### config.mk
export PLATFORM = sky130hd
export DESIGN_NAME = scan_tap_capture
export DESIGN_NICKNAME = d
export VERILOG_FILES = /design/src/rtl/scan_tap_pkg.sv /design/src/rtl/scan_tap_sync.sv /design/src/rtl/scan_tap_capture.sv
export SDC_FILE = /design/constraint.sdc
export NUM_CORES = 1
export LEC_CHECK = 0
export CORE_ASPECT_RATIO = 1.25
export CORE_UTILIZATION = 44
export CTS_CLUSTER_SIZE = 8
export DETAILED_ROUTE_END_ITERATION = 12
export HOLD_SLACK_MARGIN = 0.05
export PLACE_DENSITY = 0.74
export SLEW_MARGIN = 10
export SYNTH_ARGS = -nofsm -noshare
export SYNTH_HDL_FRONTEND = slang
export SYNTH_HIERARCHICAL = 1
export SYNTH_SLANG_ARGS = --single-unit
### constraint.sdc
create_clock -name clk12MHz -period 3.85 [get_ports clk12MHz]
set_clock_uncertainty 0.2 [all_clocks]
set_input_delay 0.77 -clock clk12MHz [delete_from_list [all_inputs] [get_ports clk12MHz]]
set_output_delay 0.77 -clock clk12MHz [all_outputs]
set_load 0.02 [all_outputs]
### src/rtl/scan_tap_pkg.sv
`default_nettype none
// +------------------------------------------------------------------+
// | scan_tap_pkg: shared types and constants for the scan-chain tap   |
// | Rev 1.0                                                           |
// +------------------------------------------------------------------+
package scan_tap_pkg;

  typedef enum logic [0:0] {
    MODE_LIVE   = 1'b0,
    MODE_BROWSE = 1'b1
  } mode_e;

  localparam int BIT_COUNT_W = 16;
  localparam int FILT_LEN    = 3;

  // Synchroniser flavours: plain, glitch-filtered, or delayed to match the filter
  localparam int SYNC_PLAIN  = 0;
  localparam int SYNC_FILTER = 1;
  localparam int SYNC_DELAY  = 2;

endpackage
`default_nettype wire

### src/rtl/scan_tap_sync.sv
`default_nettype none
// +------------------------------------------------------------------+
// | scan_tap_sync: async-input synchroniser, optional glitch filter   |
// | and rising-edge pulse. Rev 1.0                                    |
// +------------------------------------------------------------------+
module scan_tap_sync
  import scan_tap_pkg::*;
#(
  parameter int SYNC_STAGES = 2,
  parameter int MODE        = SYNC_PLAIN
) (
  input  logic clk,
  input  logic rst,
  input  logic i_async,
  output logic o_level,
  output logic o_rise
);

  localparam int WARM_LEN = SYNC_STAGES + FILT_LEN;

  logic [SYNC_STAGES-1:0] r_sync;
  logic [WARM_LEN-1:0]    r_warm;
  logic                   r_prev;
  logic                   w_synced;
  logic                   w_level;

  assign w_synced = r_sync[SYNC_STAGES-1];

  // Edges are suppressed until the chain has refilled, so a level held through reset is not an edge
  always_ff @(posedge clk) begin
    if (rst) begin
      r_sync <= '0;
      r_warm <= '0;
      r_prev <= 1'b0;
    end else begin
      r_sync <= {r_sync[SYNC_STAGES-2:0], i_async};
      r_warm <= {r_warm[WARM_LEN-2:0], 1'b1};
      r_prev <= w_level;
    end
  end

  generate
    if (MODE == SYNC_FILTER) begin : g_filter
      logic [FILT_LEN-2:0] r_hist;
      always_ff @(posedge clk) begin
        if (rst) r_hist <= '0;
        else     r_hist <= {r_hist[FILT_LEN-3:0], w_synced};
      end
      always_comb begin
        w_level = r_prev;
        if (&{w_synced, r_hist})       w_level = 1'b1;
        else if (~|{w_synced, r_hist}) w_level = 1'b0;
      end
    end else if (MODE == SYNC_DELAY) begin : g_delay
      logic [FILT_LEN-2:0] r_dly;
      always_ff @(posedge clk) begin
        if (rst) r_dly <= '0;
        else     r_dly <= {r_dly[FILT_LEN-3:0], w_synced};
      end
      assign w_level = r_dly[FILT_LEN-2];
    end else begin : g_plain
      assign w_level = w_synced;
    end
  endgenerate

  assign o_level = w_level;
  assign o_rise  = w_level & ~r_prev & r_warm[WARM_LEN-1];

endmodule
`default_nettype wire

### src/rtl/scan_tap_capture.sv
`default_nettype none
// +------------------------------------------------------------------+
// | scan_tap_capture: scan-chain tap with DEPTH-entry history ring.   |
// | Option macro: SCAN_TAP_FILTER_EN (scan clock glitch filter).      |
// | Rev 1.0                                                           |
// +------------------------------------------------------------------+
module scan_tap_capture
  import scan_tap_pkg::*;
#(
  parameter int WIDTH       = 8,
  parameter int DEPTH       = 4,
  parameter int SYNC_STAGES = 2
) (
  input  logic                       clk12MHz,
  input  logic                       rst,
  input  logic                       scan_clk_in,
  input  logic                       scan_data_out,
  input  logic                       scan_latch_en,
  input  logic                       seg_latch,
  input  logic                       hist_prev,
  input  logic                       hist_next,
  output logic [WIDTH-1:0]           view_data,
  output logic [$clog2(DEPTH)-1:0]   view_index,
  output logic                       view_valid,
  output logic                       browsing,
  output logic [BIT_COUNT_W-1:0]     bit_count,
  output logic                       overflow
);

  localparam int PTR_W  = $clog2(DEPTH);
  localparam int FILL_W = PTR_W + 1;
`ifdef SCAN_TAP_FILTER_EN
  localparam int CLK_MODE  = SYNC_FILTER;
  localparam int DATA_MODE = SYNC_DELAY;
`else
  localparam int CLK_MODE  = SYNC_PLAIN;
  localparam int DATA_MODE = SYNC_PLAIN;
`endif

  logic w_shift, w_data, w_latch_rise, w_seg_rise, w_cap;
  logic w_unused_clk_lvl, w_unused_data_rise, w_unused_latch_lvl, w_unused_seg_lvl;

  scan_tap_sync #(.SYNC_STAGES(SYNC_STAGES), .MODE(CLK_MODE)) u_sync_clk (
    .clk(clk12MHz), .rst(rst), .i_async(scan_clk_in), .o_level(w_unused_clk_lvl), .o_rise(w_shift));
  scan_tap_sync #(.SYNC_STAGES(SYNC_STAGES), .MODE(DATA_MODE)) u_sync_data (
    .clk(clk12MHz), .rst(rst), .i_async(scan_data_out), .o_level(w_data), .o_rise(w_unused_data_rise));
  scan_tap_sync #(.SYNC_STAGES(SYNC_STAGES), .MODE(SYNC_PLAIN)) u_sync_latch (
    .clk(clk12MHz), .rst(rst), .i_async(scan_latch_en), .o_level(w_unused_latch_lvl), .o_rise(w_latch_rise));
  scan_tap_sync #(.SYNC_STAGES(SYNC_STAGES), .MODE(SYNC_PLAIN)) u_sync_seg (
    .clk(clk12MHz), .rst(rst), .i_async(seg_latch), .o_level(w_unused_seg_lvl), .o_rise(w_seg_rise));

  assign w_cap = w_latch_rise | w_seg_rise;

  logic [WIDTH-1:0]       r_sr;
  logic [WIDTH-1:0]       r_mem [DEPTH];
  logic [PTR_W-1:0]       r_wr_ptr;
  logic [FILL_W-1:0]      r_fill;
  logic [BIT_COUNT_W-1:0] r_bit_count;
  logic                   r_overflow;
  mode_e                  r_mode;
  logic [PTR_W-1:0]       r_view_idx;
  logic [WIDTH-1:0]       r_view_data;
  logic                   r_view_valid;
  logic                   r_browsing;

  logic [WIDTH-1:0]  w_sr_nxt;
  logic [FILL_W-1:0] w_fill_nxt;
  logic              w_full;
  logic [PTR_W-1:0]  w_newest, w_oldest;
  logic              w_hp, w_hn;
  mode_e             w_mode_nxt;
  logic [PTR_W-1:0]  w_idx_nxt;
  logic [WIDTH-1:0]  w_view_data_nxt;

  assign w_sr_nxt   = w_shift ? {r_sr[WIDTH-2:0], w_data} : r_sr;
  assign w_full     = (r_fill == FILL_W'(DEPTH));
  assign w_fill_nxt = (w_cap && !w_full) ? r_fill + FILL_W'(1) : r_fill;
  assign w_newest   = r_wr_ptr - PTR_W'(1);
  assign w_oldest   = r_wr_ptr - r_fill[PTR_W-1:0];
  assign w_hp       = hist_prev & ~hist_next & (r_fill != '0);
  assign w_hn       = hist_next & ~hist_prev & (r_fill != '0);

  always_comb begin
    w_mode_nxt = r_mode;
    w_idx_nxt  = r_view_idx;
    case (r_mode)
      MODE_LIVE: begin
        if (w_hp && r_fill >= FILL_W'(2)) begin
          w_mode_nxt = MODE_BROWSE;
          w_idx_nxt  = w_newest - PTR_W'(1);
        end
      end
      MODE_BROWSE: begin
        if (w_hp && r_view_idx != w_oldest) begin
          w_idx_nxt = r_view_idx - PTR_W'(1);
        end else if (w_hn) begin
          w_idx_nxt = r_view_idx + PTR_W'(1);
          if (w_idx_nxt == w_newest) w_mode_nxt = MODE_LIVE;
        end
      end
      default: w_mode_nxt = MODE_LIVE;
    endcase
    // A capture into a full ring evicts the oldest slot; keep the view on the oldest survivor
    if (w_cap && w_mode_nxt == MODE_BROWSE && w_full && w_idx_nxt == w_oldest) begin
      w_idx_nxt = w_idx_nxt + PTR_W'(1);
      if (w_idx_nxt == r_wr_ptr) w_mode_nxt = MODE_LIVE;
    end
    if (w_cap && w_mode_nxt == MODE_LIVE) w_idx_nxt = r_wr_ptr;
  end

  assign w_view_data_nxt = (w_fill_nxt == '0)                ? '0       :
                           (w_cap && w_idx_nxt == r_wr_ptr) ? w_sr_nxt :
                                                              r_mem[w_idx_nxt];

  always_ff @(posedge clk12MHz) begin
    if (rst) begin
      r_sr         <= '0;
      r_wr_ptr     <= '0;
      r_fill       <= '0;
      r_bit_count  <= '0;
      r_overflow   <= 1'b0;
      r_mode       <= MODE_LIVE;
      r_view_idx   <= '0;
      r_view_data  <= '0;
      r_view_valid <= 1'b0;
      r_browsing   <= 1'b0;
    end else begin
      r_sr         <= w_sr_nxt;
      r_fill       <= w_fill_nxt;
      r_mode       <= w_mode_nxt;
      r_view_idx   <= w_idx_nxt;
      r_view_data  <= w_view_data_nxt;
      r_view_valid <= (w_fill_nxt != '0);
      r_browsing   <= (w_mode_nxt == MODE_BROWSE);
      if (w_cap) begin
        r_wr_ptr    <= r_wr_ptr + PTR_W'(1);
        r_bit_count <= BIT_COUNT_W'(w_shift);
        if (w_full) r_overflow <= 1'b1;
      end else if (w_shift && r_bit_count != '1) begin
        r_bit_count <= r_bit_count + BIT_COUNT_W'(1);
      end
    end
  end

  always_ff @(posedge clk12MHz) begin
    if (rst) begin
      for (int i = 0; i < DEPTH; i++) r_mem[i] <= '0;
    end else if (w_cap) begin
      r_mem[r_wr_ptr] <= w_sr_nxt;
    end
  end

  assign view_data  = r_view_data;
  assign view_index = r_view_idx;
  assign view_valid = r_view_valid;
  assign browsing   = r_browsing;
  assign bit_count  = r_bit_count;
  assign overflow   = r_overflow;

endmodule
`default_nettype wire

==> metrics.csv <==
stage;metric;value;unit
run_status;status;finished, violations left;
critical_path;Levels on crit path;12;
sta;post-route clock period utilization;100;%
sta;Worst-Margin Slew;0.652;ns
flow_run;Max Cap Viol;0;
sta;setup ws final;-0.0154;ns
placement;hpwl dp;6.23;mm
critical_path;WP buf/inv;2;
finish;Syn-to-layout area delta;28.2;%
critical_path;Worst EP arrival;3.90;ns
critical_path;CP max stage delay;0.50;ns
clock_tree;root buf cell;clkbuf_16;
floorplan;die area;10500;sq um
critical_path;FF-to-FF setup slack;-0.02;ns
route;vias;3380;
finish;Total Nets Final;512;
route;final WL;9.34;mm
clock_tree;Clock Sinks;100;
sta;f_max;0.259;GHz
clock_tree;clock buffer depth;2;
critical_path;kind of end point of the critical path;register;
route;WL/cell;14.8;microns
finish;Antenna Cells;0;
min_path;Hold Path Class;reg2reg;
clock_tree;clk_lat worst skew;0.34;ns
global_route;initial antenna violation count;0;
critical_path;Critical Path End;view_data[7];
floorplan;Starting Density;45.7;%
clock_tree;TritonCTS clock tree;done;
sta;Tmin final;3.87;ns
floorplan;Die Height;114;microns
placement;Place WS;-0.727;ns
clock_tree;hold buffer count at CTS;0;
critical_path;CP Data Required Time;3.89;ns
run_status;failing checks;setup timing;
global_route;vias in the first global route;3205;
critical_path;FF-to-FF path depth;12;
clock_tree;Clk pin slew, worst setup/hold paths;0.07;ns
sta;Slew Limit Fails;0;
floorplan;Die Wd;91.8;microns
route;drt pass-1 iters;5;
sta;Hold Vio Cnt, Final;0;
critical_path;Crit Path Class;reg2reg;
route;Vias/cell;5.36;
critical_path;Reg-to-Reg End;view_data[7];
power;LEAKAGE;0.00214;uW
power;worst vdd ir;327;uV
synthesis;syn nets;439;
sta;RSZ-0062 raised after global routing;yes;
sta;Hold Slack;0.237;ns
sta;Setup-failing EPs final;1;
route;final antenna-violating net count;0;
clock_tree;TritonCTS Buffers;9;
synthesis;Netlist Area Pre-Place;4440;sq um
critical_path;worst flop-to-flop path startpoint;r_fill[1];
global_route;Overflow after GRT;0;
critical_path;Cell Chain, Critical Path;buf_6 -> xor3_2 -> xnor2_2 -> o32a_2 -> a32oi_1 -> or4_4 -> a2111oi_4 -> nor3_2 -> a21oi_4 -> buf_6 -> mux4_2 -> a22o_1;
critical_path;CP Max Fanout;5;
critical_path;Critical Path Start Type;register;
critical_path;CP dominant cell by count;buf_6;
global_route;largest net degree at the start of global routing;32;
critical_path;Crit-path slowest cell;or4_4;
clock_tree;# H-tree levels;3;
critical_path;Top delay family on crit path;compound AO/OA/AOI/OAI gates;
critical_path;CP startpoint;r_fill[1];
finish;Final Util;58.6;%
sta;worst slew margin relative to its limit;56.2;%
placement;port buffer count;36;
synthesis;synthesized area per cell;10.4;sq um
floorplan;core area;9710;sq um
synthesis;Ys Warns;6;
synthesis;cells after synthesis;427;
global_route;first-pass GRT wire length;15.2;mm
floorplan;I/O pins;37;
finish;share of layout cells above drive strength 1;23.0;%
route;Residual DRC;0;
placement;RD Place Congestion;0.919;
global_route;total track usage;18.3;%
power;Power Density;368;nW/um^2
floorplan;row count;40;
route;initial DRC count;229;
[final cells by class]
class / instances / area, sq um
tap: 126 / 158
clock inverter: 7 / 78.8
timing repair buffer: 73 / 658
fill: 825 / 4020
sequential: 100 / 2330
clock buffer: 9 / 225
multi-input combinational: 286 / 2120
inverter: 30 / 113
[per-stage QoR]
stage / cell area (sq um) / setup TNS (ns) / std cells / power (uW)
global placement: 5160 / -4.97 / 602 / 1220
CTS: 5550 / -0.00148 / 623 / 2100
detailed placement: 5160 / -6.03 / 602 / 1220
global route: 5690 / -0.685 / 631 / 2160
finish: 5690 / -0.0154 / 631 / 2090
floorplan: 4500 / -0.468 / 427 / 1190
[state kept, by name (all words and copies together), names as in the netlist, 2 cells and up]
name / count
bit_count: 16
r_fill: 3
r_mem: 32
r_sr: 8
r_wr_ptr: 2
u_sync_clk/r_sync: 2
u_sync_clk/r_warm: 5
u_sync_data/r_sync: 2
u_sync_latch/r_sync: 2
u_sync_latch/r_warm: 5
u_sync_seg/r_sync: 2
u_sync_seg/r_warm: 5
view_data: 8
view_index: 2
[placed cells by master (no fill, tap or decap), types with 8 or more instances in the layout]
| cell type | n |
|---|---|
| edfxtp_1 | 32 |
| inv_1 | 28 |
| nand2_1 | 30 |
| nor2b_1 | 25 |
| xor2_1 | 10 |
| clkbuf_16 | 10 |
| or2_2 | 13 |
| mux4_2 | 8 |
| a22o_1 | 8 |
| nor2_1 | 56 |
| mux2i_1 | 10 |
| dfxtp_1 | 66 |
| clkdlybuf4s50_1 | 34 |
| a21oi_1 | 12 |
| buf_4 | 34 |
[worst min path at each step]
stage                                start                     end  depth (start not counted)
floorplan             u_sync_clk/r_sync[0]    u_sync_clk/r_sync[1]                          1
global placement    u_sync_latch/r_warm[3]  u_sync_latch/r_warm[4]                          1
detailed placement    u_sync_clk/r_sync[0]    u_sync_clk/r_sync[1]                          1
CTS                   u_sync_clk/r_sync[0]    u_sync_clk/r_sync[1]                          1
global route          u_sync_clk/r_warm[3]    u_sync_clk/r_warm[4]                          1
finish                u_sync_clk/r_warm[3]    u_sync_clk/r_warm[4]                          1
[power breakdown]
group / total, uW / internal (uW) / switching, uW
Clock: 883 / 461 / 423
Combinational: 92.5 / 42.4 / 50.0
Sequential: 1110 / 1110 / 7.83
[timing repair]
action | 4_1_cts | 5_1_grt
setup buffers | 4 | 8
pin swaps | 3 | 10
cloned | 1 | 1
endpoints found under the setup margin | 8 | 8
resized for setup | 8 | 26
[metal layers]
layer	up-vias	global-route usage, %	share of wire [%]
met4	0	8.13	2.2
met5	-	0	0
met3	17	4.45	4.9
met1	1606	21.6	42
li1	1650	-	-
met2	107	31.7	51
(Power assumes the default switching activity.)
